===== config.mk =====
export PLATFORM = sky130hd
export DESIGN_NAME = wbu_txarb
export DESIGN_NICKNAME = d
export VERILOG_FILES = /design/src/rtl/wbufifo.sv /design/src/rtl/wbu_txarb.sv
export SDC_FILE = /design/constraint.sdc
export NUM_CORES = 1
export LEC_CHECK = 0
export CAP_MARGIN = 25
export CORE_MARGIN = 2
export CORE_UTILIZATION = 35
export CTS_BUF_LIST = sky130_fd_sc_hd__clkbuf_4
export CTS_CLUSTER_DIAMETER = 30
export DETAILED_ROUTE_END_ITERATION = 7
export DONT_BUFFER_PORTS = 1
export GPL_ROUTABILITY_DRIVEN = 0
export PLACE_DENSITY = 0.58
export SLEW_MARGIN = 25
export SYNTH_ARGS = -nofsm -noshare
export SYNTH_HDL_FRONTEND = slang
export SYNTH_HIERARCHICAL = 1
export SYNTH_SLANG_ARGS = --single-unit

===== constraint.sdc =====
create_clock -name i_clk -period 3.1 [get_ports i_clk]
set_input_delay 0.465 -clock i_clk [delete_from_list [all_inputs] [get_ports i_clk]]
set_output_delay 0.465 -clock i_clk [all_outputs]
set_load 0.02 [all_outputs]

===== src/rtl/wbufifo.sv =====
// wbufifo: synchronous FIFO of 2^LGFLEN words; a write while full is dropped (o_err pulses)
// unless a read frees a slot in the same cycle.
module wbufifo #(
    parameter int BW = 8,
    parameter int LGFLEN = 6
) (
    input  logic          i_clk,
    input  logic          i_rst,
    input  logic          i_wr,
    input  logic [BW-1:0] i_data,
    input  logic          i_rd,
    output logic [BW-1:0] o_data,
    output logic          o_empty_n,
    output logic          o_full,
    output logic          o_err
);
    logic [BW-1:0] mem_q [0:(1<<LGFLEN)-1];
    logic [LGFLEN:0] wr_ptr_q, wr_ptr_d, rd_ptr_q, rd_ptr_d;
    logic err_q, err_d, do_wr, do_rd;
    assign o_empty_n = wr_ptr_q != rd_ptr_q;
    assign o_full = (wr_ptr_q[LGFLEN] != rd_ptr_q[LGFLEN])
                 && (wr_ptr_q[LGFLEN-1:0] == rd_ptr_q[LGFLEN-1:0]);
    assign do_rd = i_rd && o_empty_n;
    assign do_wr = i_wr && (!o_full || do_rd);
    assign o_data = mem_q[rd_ptr_q[LGFLEN-1:0]];
    assign o_err = err_q;
    always_comb begin
        wr_ptr_d = wr_ptr_q + (LGFLEN+1)'(do_wr);
        rd_ptr_d = rd_ptr_q + (LGFLEN+1)'(do_rd);
        err_d = i_wr && !do_wr;
    end
    always_ff @(posedge i_clk) begin
        if (i_rst) begin
            wr_ptr_q <= '0;
            rd_ptr_q <= '0;
            err_q <= 1'b0;
        end else begin
            wr_ptr_q <= wr_ptr_d;
            rd_ptr_q <= rd_ptr_d;
            err_q <= err_d;
        end
    end
    // Storage needs no reset: the pointers define what is valid.
    always_ff @(posedge i_clk) begin
        if (do_wr) mem_q[wr_ptr_q[LGFLEN-1:0]] <= i_data;
    end
endmodule


===== src/rtl/wbu_txarb.sv =====
// wbu_txarb: arbitrates one UART transmitter between the bus-output byte stream and a
// console FIFO, granting whole lines per source with an idle timeout and a console byte cap.
module wbu_txarb #(
    parameter int CON_LGFIFO = 6,
    parameter int IDLE_TIMEOUT = 16,
    parameter int CON_MAX = 64
) (
    input  logic       i_clk,
    input  logic       i_rst,
    input  logic       i_bus_stb,
    input  logic [7:0] i_bus_char,
    output logic       o_bus_busy,
    input  logic       i_con_stb,
    input  logic [7:0] i_con_char,
    output logic       o_con_full,
    output logic       o_con_err,
    output logic       o_tx_stb,
    output logic [7:0] o_tx_char,
    input  logic       i_tx_busy
);
    localparam logic [1:0] S_IDLE = 2'd0, S_BUS = 2'd1, S_CON = 2'd2;
    localparam logic [7:0] NEWLINE = 8'h0a;
    localparam int IW = $clog2(IDLE_TIMEOUT + 1);
    localparam int CW = $clog2(CON_MAX + 1);
    logic [1:0] state_q, state_d;
    logic [IW-1:0] idle_cnt_q, idle_cnt_d;
    logic [CW-1:0] con_cnt_q, con_cnt_d;
    logic tx_stb_q, tx_stb_d;
    logic [7:0] tx_char_q, tx_char_d, fifo_data;
    logic load_ok, bus_acc, con_pop, fifo_ne;
    assign load_ok = !tx_stb_q || !i_tx_busy;
    assign o_bus_busy = i_rst || !(state_q == S_BUS && load_ok);
    assign bus_acc = i_bus_stb && !o_bus_busy;
    assign con_pop = !i_rst && state_q == S_CON && load_ok && fifo_ne;
    assign o_tx_stb = tx_stb_q;
    assign o_tx_char = tx_char_q;
    wbufifo #(8, CON_LGFIFO) u_fifo (
        .i_clk(i_clk),
        .i_rst(i_rst),
        .i_wr(i_con_stb),
        .i_data(i_con_char),
        .i_rd(con_pop),
        .o_data(fifo_data),
        .o_empty_n(fifo_ne),
        .o_full(o_con_full),
        .o_err(o_con_err)
    );
    always_comb begin
        state_d = state_q;
        idle_cnt_d = '0;
        con_cnt_d = con_cnt_q;
        tx_stb_d = load_ok ? (bus_acc || con_pop) : tx_stb_q;
        tx_char_d = bus_acc ? i_bus_char : con_pop ? fifo_data : tx_char_q;
        if (state_q == S_IDLE) begin
            con_cnt_d = '0;
            state_d = i_bus_stb ? S_BUS : fifo_ne ? S_CON : S_IDLE;
        end else if (state_q == S_BUS) begin
            idle_cnt_d = i_bus_stb ? '0 : idle_cnt_q + 1'b1;
            if ((bus_acc && i_bus_char == NEWLINE) || idle_cnt_d == IW'(IDLE_TIMEOUT))
                state_d = S_IDLE;
        end else begin
            if (con_pop && con_cnt_q != CW'(CON_MAX)) con_cnt_d = con_cnt_q + 1'b1;
            // An empty FIFO ends the grant one cycle after its last pop.
            if ((con_pop && fifo_data == NEWLINE) || !fifo_ne
                || (con_cnt_d == CW'(CON_MAX) && i_bus_stb))
                state_d = S_IDLE;
        end
    end
    always_ff @(posedge i_clk) begin
        if (i_rst) begin
            state_q <= S_IDLE;
            idle_cnt_q <= '0;
            con_cnt_q <= '0;
            tx_stb_q <= 1'b0;
            tx_char_q <= 8'h00;
        end else begin
            state_q <= state_d;
            idle_cnt_q <= idle_cnt_d;
            con_cnt_q <= con_cnt_d;
            tx_stb_q <= tx_stb_d;
            tx_char_q <= tx_char_d;
        end
    end
endmodule


==> results of run 1 <==
==> sequential cells by signal (all words and copies together), names as in the netlist <==
signal	flops
o_tx_char	8
state_q	2
u_fifo/wr_ptr_q	7
idle_cnt_q	5
u_fifo/rd_ptr_q	7
u_fifo/o_err	1
con_cnt_q	7
o_tx_stb	1
u_fifo/mem_q	512
==> repair_timing <==
item | in CTS | in global routing
pin swaps | 1 | 2
setup buffers | 1 | 1
gates cloned | 1 | 0
endpoints found under the setup margin | 2 | 243
resized for setup | 6 | 15
endpoints found under the hold margin | 550 | 0
hold buffers | 29 | 0
==> metrics by stage <==
step | hold WS [ns] | std cells | instance area (µm²) | setup slack (ns)
floorplan | 0.430 | 1207 | 22300 | -0.0208
global placement | 0.445 | 2124 | 24100 | -0.0135
detailed placement | 0.465 | 2124 | 24100 | -0.0296
CTS | 0.00535 | 2413 | 26600 | 0.0112
global route | -0.00892 | 2420 | 26700 | -0.0723
finish | 0.0233 | 2420 | 26700 | 0.153
==> final cells by class <==
class / instances / area (µm²) / area share
flip-flops and latches: 550 / 16100 / 0.604
multi-input cells: 574 / 5770 / 0.216
repair buffers: 173 / 1670 / 0.0626
clock buffers: 207 / 1550 / 0.0581
well taps: 846 / 1060 / 0.0396
clock inverters: 51 / 470 / 0.0176
inverters: 13 / 50.0 / 0.00187
diodes: 6 / 15.0 / 0.000562
==> critical path, delay by kind of cell, from the launching register on <==
family	cells	cell delay [ns]
buf+inv	2	0.42
flops	1	0.47
compound gates	3	0.70
mux	2	0.87
simple gates	3	0.33
==> placed cells by master, fill, tap and decap left out, drive strengths merged, types with 10 or more instances in the layout <==
cell type,n
nand2,35
buf,152
nor3,12
o22ai,14
clkinv,39
inv,14
bufinv,10
xnor2,18
dlygate4sd3,20
edfxtp,512
o21ai,25
nor2,102
clkbuf,207
mux2,34
mux4,100
mux2i,59
dfxtp,38
nand3,21
a21oi,18
==> synth_stat cells (7+ instances only) <==
cell type,instances
edfxtp_1,512
nor2_1,102
mux4_2,92
mux2i_1,59
dfxtp_1,38
nand2_1,35
mux2_2,34
buf_2,22
clkbuf_1,20
nand3_1,19
xnor2_1,18
o21ai_0,17
a21oi_1,16
o22ai_1,14
buf_4,13
inv_1,12
nor3_1,12
and2_1,9
or3_1,9
a221oi_1,8
a311oi_2,8
buf_6,8
mux4_1,8
nor2b_1,8
o21ai_1,8
o221a_2,8
ha_1,7
==> per-layer routing <==
| metal | global-route usage | vias up | routed length (µm) |
|---|---|---|---|
| li1 | - | 5497 | - |
| met4 | 0.0661 | 0 | 1130 |
| met1 | 0.212 | 6181 | 22600 |
| met5 | 0 | - | 0 |
| met3 | 0.0456 | 82 | 3430 |
| met2 | 0.248 | 379 | 24700 |
==> where the power goes <==
group | switching, mW | internal [mW] | total [mW]
Clock | 2.91 | 3.92 | 6.83
Sequential | 0.0231 | 8.13 | 8.16
Combinational | 0.280 | 0.147 | 0.427
==> worst paths after layout <==
kind | to | slack, ns | cells after the start
setup / recovery | state_q[0] | 0.15 | 10
hold / removal | u_fifo/wr_ptr_q[0] | 0.02 | 4
setup reg to reg | state_q[0] | 0.15 | 10
hold reg to reg | idle_cnt_q[0] | 0.47 | 1
==> kinds of logic (layout without fill, tap and decap cells) <==
kind of cell             count (synthesis)  in the layout  share of synthesized area
flip-flops                             550            550                      0.722
adder cells (fa/ha/maj)                  7              7                    0.00392
AO/OA/AOI/OAI                          117            117                     0.0420
XOR/XNOR                                24             24                    0.00941
other                                    0              6                          0
buffers and inverters                   83            444                     0.0240
multiplexers                           193            193                      0.146
AND/OR/NAND/NOR                        233            233                     0.0525
==> impl_results.md, run 1 <==
- Fin crit period: between 2 and 3 ns
- First-pass GRT wire length: approximately 78 mm
- Deepest level of the CTS H-tree: 4
- Count of pins over their slew limit: 0
- Fmax: 339 MHz
- IO Count: 33
- Final hold vios: 0
- Vias: approximately 12k
- Die W: 257 µm
- Initial antenna violation count: 4
- Leakage: 8.54 nW
- WL/cell: 21.4 µm
- DRT Wirelength: approximately 52 mm
- Top cell type by total area after synthesis: edfxtp_1
- Final Net Count: between 1k and 1.5k
- Period utilization: 0.951
- Vias/cell: approximately 5.0
- Total Power: 15.4 mW
- FP Rows: 92
- Initial core utilization: 0.354
- CTS Buffer Depth: 3
- Global Route Usage Sum: 0.160
- Final setup violation count: 0
- Slew HR: 0.358
- Cells after Synth: 1,207
- Share of layout cells above drive strength 1: 0.358
- Largest cells by area after synthesis: edfxtp_1 69%, mux4_2 9.3%, dfxtp_1 3.4%
- Total Die Area: 65,900 µm²
- Number of max-cap violations: 0
- Syn nets: roughly 1.2k
- Initial DRC count: roughly 1.1k
- Inserted Clock Buffers: 148
- Worst-Skew Late Latency: 0.95 ns
- Total negative slack: 0 ns
- Critical path class: flop to flop
- PwrDens: 576 nW/µm²
- CP cell instances: buf_12, mux4_2, mux2_2, a2111oi_1, buf_4, nor4_1, nor4_2, a41o_1, or2_1, o21ai_1
- FF+latch count, synth: 550
- Critical Path Source: u_fifo/rd_ptr_q[0]
- Slowest-stage cell, CP: mux4_2
- TritonCTS clock tree: yes
- Least-Margin Pin Slew: around 0.96 ns
- Drt pass-1 iters: 5
- DRC viols: 0
- DIE HEIGHT: 257 µm
- CP max FO: 19
- Layout fillers: 5,685
- Post-DRT Antenna Nets: 0
- Hpwl dp: 30.9 mm
- CORE AREA: approximately 63,000 µm²
- Worst-path clk slew: 0.06 ns
- CP required: ~3.9 ns
- Utilization after layout: 0.424
- FFs w/ async S/R, synth: 0
- Mapped Avg Cell Area: between 15 and 20 µm²
- Outcome: finished, final reports clean
- Hold Startpoint: i_con_stb
- Yosys warnings: 6
- Netlist cell types: 70
- Critical Path Max Stage Delay: 0.57 ns
- Num Clock Sinks: 550
- Area Growth Syn to Fin: 19.7%
- Cell area after synthesis: around 22,000 µm²
- Fin Clk Skew: 0.0348 ns
- Largest net degree at the start of global routing: between 60 and 70
- Share of the synthesized area in the top cell type: 0.688
- Via count of the first global-routing pass: 12.7k
- Worst hold-check path type: input pin to flop
- Max VDD drop: 0.249 mV
- CP endpoint kind: flop
- CTS root buf: clkbuf_4
- Ys flop type: edfxtp_1
- CP Launch Type: flop
- RSZ-0062 raised after global routing: true
- EDFF count, synth: 512
- RR Startpoint: u_fifo/rd_ptr_q[0]
- Sequential fraction of the synthesis area: 0.722
- Critical Path AT: between 3 and 4 ns
- GRT overflow: 0
- Port Buffer Count: 0
No activity file was read; power rests on OpenSTA's default activity.
==> run 2: changes to the inputs <==
--- a/config.mk
+++ b/config.mk
@@ -14,6 +14,7 @@
 export DONT_BUFFER_PORTS = 1
 export GPL_ROUTABILITY_DRIVEN = 0
 export PLACE_DENSITY = 0.58
+export SKIP_LAST_GASP = 1
 export SLEW_MARGIN = 25
 export SYNTH_ARGS = -nofsm -noshare
 export SYNTH_HDL_FRONTEND = slang
==> constraint.sdc (replaced) <==
create_clock -name i_clk -period 3.1 [get_ports i_clk]
set_input_delay 0 -clock i_clk [delete_from_list [all_inputs] [get_ports i_clk]]
set_output_delay 0 -clock i_clk [all_outputs]
set_load 0.02 [all_outputs]
==> run 2 against run 1 <==
  * Clock power shrank 7.3%
  * Maximum frequency shrank 2.7%
  * Cell count grew 0.62%
  * Critical path type unchanged
  * Largest cell class unchanged
  * Highest routed layer unchanged
==> impl_results.md, run 2 (synthesis results as in run 1) <==
- Max reg flops: 512
- PwrDens: around 560 nW/µm²
- TritonCTS clock tree: yes
- GRT overflow: 0
- CP dominant cell by count: nor4_1
- Worst path depth: 10
- Max VDD drop: 0.233 mV
- Fin Clk Skew: between 0.05 and 0.06 ns
- IO Count: 33
- First-pass GRT wire length: 79.8 mm
- Pre-CTS WS: -0.0803 ns
- Port Buffer Count: 0
- DIE HEIGHT: 257 µm
- R2R depth: 10
- CP Launch Type: flop
- Highest-count cells in the layout ignoring fill and taps: 512 x edfxtp_1, 209 x clkbuf_4, 133 x buf_4, 102 x nor2_1, 92 x mux4_2
- DRT Wirelength: roughly 53 mm
- Placed Area: 24,100 µm²
- CORE AREA: 63,100 µm²
- Fmax: 330 MHz
- Finished Layout Cells: 2,435
- CP required: 3.93 ns
- Worst-path clk slew: 0.07 ns
- Drt pass-1 iters: 6
- Critical Path AT: 3.86 ns
- Worst hold-check path type: input pin to flop
- Cells after DPL: 2,122
- Layout fillers: approximately 5.7k
- WL/cell: 21.7 µm
- CP max FO: 22
- Area Growth Syn to Fin: 19.9%
- Period utilization: 0.977
- DRC viols: 0
- Slowest-stage cell, CP: mux4_2
- CP cell instances: buf_4, buf_12, mux4_2, mux2_2, a221oi_1, nor4_1, nor4_1, a41o_1, or2_1, o21ai_1
- Final Net Count: 1,509
- Initial DRC count: 1,155
- Count of pins over their slew limit: 0
- Worst setup margin: 0.0707 ns
- Share of layout cells above drive strength 1: 0.352
- Num Clock Sinks: 550
- CTS Buffer Depth: 3
- RSZ-0062 raised after global routing: true
- Worst-Skew Late Latency: slightly below 1 ns
- Outcome: finished, final reports clean
- FP Rows: 92
- Vias/cell: 5.09
- Die W: 257 µm
- Deepest level of the CTS H-tree: 4
- Initial core utilization: 0.354
- Inserted Clock Buffers: 146
- Global Route Usage Sum: 0.163
- CTS root buf: clkbuf_4
- Buf+Inv Stages, Crit Path: 2
- Post-route cell area: 26,800 µm²
- Critical path class: flop to flop
- Initial antenna violation count: 2
- Critical Path Max Stage Delay: 0.54 ns
- Slew HR: 0.345
- Most common cell after layout, fill and taps aside: edfxtp_1
- Final hold vios: 0
- Hpwl dp: 30.9 mm
- Final setup violation count: 0
- Number of max-cap violations: 0
- Total Die Area: 65,900 µm²
- Hold Path Stages: 2
- CP endpoint kind: flop
- Leakage: 8.58 nW
- Via count of the first global-routing pass: 13.0k
- Largest net degree at the start of global routing: between 70 and 80
- Least-Margin Pin Slew: 0.979 ns
- Delay-heaviest family, CP: multiplexers
- Post-DRT Antenna Nets: 0
- Vias: ~12k
- Fin crit period: around 3 ns
## run 2: changes by cell type in the layout (fill, tap and decap cells not counted), sizes merged
cell,change
bufinv,-6
clkinvlp,+1
buf,+3
diode,-1
dlygate4sd3,+20
clkbuf,+2
clkinv,-4
## run 2: worst reg2reg max path, stage by stage (launching register included)
cell and delay (ns):
dfxtp_4 0.45, buf_4 0.16, buf_12 0.19, mux4_2 0.55
mux2_2 0.29, a221oi_1 0.42, nor4_1 0.13, nor4_1 0.32
a41o_1 0.24, or2_1 0.10, o21ai_1 0.06
## run 2: through the flow
stage	total power [mW]	utilization	hold slack [ns]	setup TNS, ns
global placement	8.55	0.382	0.0733	-0.0172
detailed placement	8.55	0.382	0.0755	-0.0888
finish	14.9	0.424	0.0874	0
CTS	15.1	0.423	0.00883	-0.0154
global route	15.6	0.424	0.0157	-0.0480
floorplan	8.47	-	0.0716	-2.31
## run 2: final timing paths
| kind | from | end | slack (ns) |
|---|---|---|---|
| setup / recovery | u_fifo/rd_ptr_q[0] | state_q[0] | 0.07 |
| hold / removal | i_con_char[6] | u_fifo/mem_q[53][6] | 0.09 |
| setup reg to reg | u_fifo/rd_ptr_q[0] | state_q[0] | 0.07 |
| hold reg to reg | idle_cnt_q[0] | idle_cnt_q[0] | 0.46 |
## run 2: what timing repair did
item,in CTS,in global routing
endpoints found under the hold margin,1062,0
endpoints found under the setup margin,2,268
gates resized for setup,3,12
hold buffers,50,0
pin swaps,1,4
buffers inserted,1,5
gates cloned,1,0
## run 2: area by class of cell
type	count	area, µm²	share of cell area
Clock inverter	42	283	0.0106
Sequential cell	550	16100	0.603
Timing Repair Buffer	196	1920	0.0718
Inverter	13	50.0	0.00187
Antenna cell	5	12.5	0.000467
Multi-Input combinational cell	574	5730	0.214
Clock buffer	209	1570	0.0586
Tap cell	846	1060	0.0395
## run 2: power breakdown
group	internal, mW	total [mW]	leakage, nW	switching (mW)
sequential	8.13	8.16	4.92	0.0227
combinational	0.165	0.455	2.56	0.290
clock	3.42	6.33	1.10	2.90
total	11.7	14.9	8.58	3.22
## run 2: metal layers
| metal | track usage | share of wire | vias up |
|---|---|---|---|
| met5 | 0 | 0 | - |
| met4 | 0.0720 | 0.028 | 0 |
| met3 | 0.0442 | 0.067 | 105 |
| met2 | 0.254 | 0.47 | 465 |
| met1 | 0.215 | 0.43 | 6281 |
| li1 | - | - | 5535 |
==> run 3: changes to the inputs <==
--- a/config.mk
+++ b/config.mk
@@ -7,13 +7,13 @@
 export LEC_CHECK = 0
 export CAP_MARGIN = 25
 export CORE_MARGIN = 2
-export CORE_UTILIZATION = 35
+export CORE_UTILIZATION = 55
 export CTS_BUF_LIST = sky130_fd_sc_hd__clkbuf_4
 export CTS_CLUSTER_DIAMETER = 30
 export DETAILED_ROUTE_END_ITERATION = 7
 export DONT_BUFFER_PORTS = 1
 export GPL_ROUTABILITY_DRIVEN = 0
-export PLACE_DENSITY = 0.58
+export PLACE_DENSITY = 0.8
 export SKIP_LAST_GASP = 1
 export SLEW_MARGIN = 25
 export SYNTH_ARGS = -nofsm -noshare
==> run 3 against run 2 <==
  * Worst hold slack lost 0.012 ns
  * Utilization is 23 points higher
  * Maximum frequency shrank 0.64%
  * Largest power group unchanged
==> impl_results.md, run 3 (synthesis results as in run 1) <==
- Outcome: finished, final reports clean
- Hpwl dp: 29.7 mm
- Final setup violation count: 0
- Number of max-cap violations: 0
- Comb pwr share: 0.029
- Final hold vios: 0
- Initial antenna violation count: 2
- Largest net degree at the start of global routing: 65
- Least-Margin Pin Slew: 0.834 ns
- Worst-Skew Late Latency: slightly below 0.9 ns
- Fin Clk Skew: 0.0538 ns
- Num Clock Sinks: 550
- Internal: 11.7 mW
- Vias: 12.5k
- DIE HEIGHT: slightly above 200 µm
- Area Growth Syn to Fin: 16.5%
- Most common cell after layout, fill and taps aside: edfxtp_1
- Drt pass-1 iters: 5
- Fin crit period: between 3 and 4 ns
- Layout fillers: 2,581
- Net switching power: 3.11 mW
- Leakage: about 8.4 nW
- CP required: 3.83 ns
- Final Net Count: 1,479
- Count of pins over their slew limit: 0
- Post-DRT Antenna Nets: 0
- Vias/cell: just over 6
- Fmax: approximately 330 MHz
- Port Buffer Count: 0
- Critical Path AT: around 3.8 ns
- WL/cell: 23.9 µm
- Seq pwr share: 0.551
- Deepest level of the CTS H-tree: 4
- GRT overflow: 0
- Critical path class: flop to flop
- Global Route Usage Sum: 0.244
- Max VDD drop: between 0.2 and 0.3 mV
- Clk network pwr share: 0.420
- Sw frac: 0.210
- PwrDens: 569 nW/µm²
- DRT Wirelength: between 40 and 50 mm
- CORE AREA: around 40,000 µm²
- Worst-path clk slew: 0.07 ns
- CTS Buffer Depth: 3
- Via count of the first global-routing pass: 12.8k
- Share of layout cells above drive strength 1: 0.337
- Slew HR: 0.443
- FP Rows: 73
- IO Count: 33
- Initial DRC count: 1,549
- Total negative slack: 0 ns
- DRC viols: 0
- Total Power: 14.8 mW
- CP endpoint kind: flop
- Max reg flops: 512
- Die W: 206 µm
- Utilization after layout: 0.652
- First-pass GRT wire length: 75.3 mm
- Worst hold-check path type: input pin to flop
- Inserted Clock Buffers: 141
- Period utilization: 0.984
- CP max FO: 23
- Initial core utilization: 0.560
- Hold Slack: 0.0753 ns
- CTS root buf: clkbuf_4
- Total Die Area: ~42,000 µm²
- CP Launch Type: flop
- TritonCTS clock tree: yes
- Highest-count cells in the layout ignoring fill and taps: 512 x edfxtp_1, 195 x clkbuf_4, 119 x buf_4, 102 x nor2_1, 92 x mux4_2
-- run 3: cell types whose count changed in the layout (fill, tap and decap cells not counted), sizes merged --
cell,delta
buf,-17
diode,-4
inv,+3
dlygate4sd3,-7
clkinvlp,-2
bufbuf,-1
clkbuf,-14
bufinv,+2
-- run 3: power groups by stage --
stage / registers (mW) / logic [mW] / clock network, mW
after floorplan: 8.32 / 0.152 / 0
after global placement: 8.31 / 0.226 / 0
after detailed placement: 8.32 / 0.229 / 0
after CTS: 8.15 / 0.421 / 6.33
after global routing: 8.15 / 0.455 / 6.70
final: 8.15 / 0.429 / 6.22
-- run 3: worst paths after layout --
| kind | from | end | slack [ns] | cells past startpoint |
|---|---|---|---|---|
| setup / recovery | u_fifo/rd_ptr_q[0] | state_q[0] | 0.05 | 10 |
| hold / removal | i_rst | u_fifo/wr_ptr_q[4] | 0.08 | 3 |
| setup reg to reg | u_fifo/rd_ptr_q[0] | state_q[0] | 0.05 | 10 |
| hold reg to reg | idle_cnt_q[0] | idle_cnt_q[0] | 0.47 | 1 |
-- run 3: area by class of cell --
cell class                 instances  area (µm²)  share of cell area
antenna                            1        2.50           0.0000962
clock buffer                     195        1460              0.0563
clock inverter                    45         343              0.0132
inverter                          13        50.0             0.00192
multi-input combinational        574        5700               0.219
sequential                       550       16100               0.621
tap                              525         657              0.0252
timing repair buffer             171        1660              0.0636
-- run 3: timing repair --
action | 4_1_cts | 5_1_grt
hold buffers | 42 | 0
resized for setup | 0 | 7
endpoints found under the setup margin | 0 | 389
setup buffers | 0 | 2
hold endpoints to repair | 1038 | 0
-- run 3: critical path, cell delays in order (launching register included) --
cell and delay, ns:
dfxtp_4 0.41, buf_12 0.23, buf_4 0.19, mux4_2 0.50, and2_1 0.19, a211oi_1 0.45, o32ai_1 0.22, nor4_1 0.30
a41o_1 0.23, or2_1 0.10, o21ai_1 0.06
-- run 3: per-layer routing --
| layer | part of all wire | GRT usage | up-vias |
|---|---|---|---|
| met2 | 0.48 | 0.383 | 633 |
| met5 | 0.00016 | 0 | - |
| met1 | 0.39 | 0.323 | 6314 |
| met3 | 0.080 | 0.0537 | 126 |
| li1 | - | - | 5463 |
| met4 | 0.041 | 0.126 | 2 |
-- run 3: stage by stage --
step / setup WS [ns] / cell area [µm²] / cells
after floorplan: -0.0208 / 22300 / 1207
after global placement: 0.142 / 23600 / 1789
after detailed placement: 0.0827 / 23600 / 1789
after CTS: 0.0681 / 26000 / 2071
after global routing: -0.00135 / 26000 / 2074
final: 0.0511 / 26000 / 2074
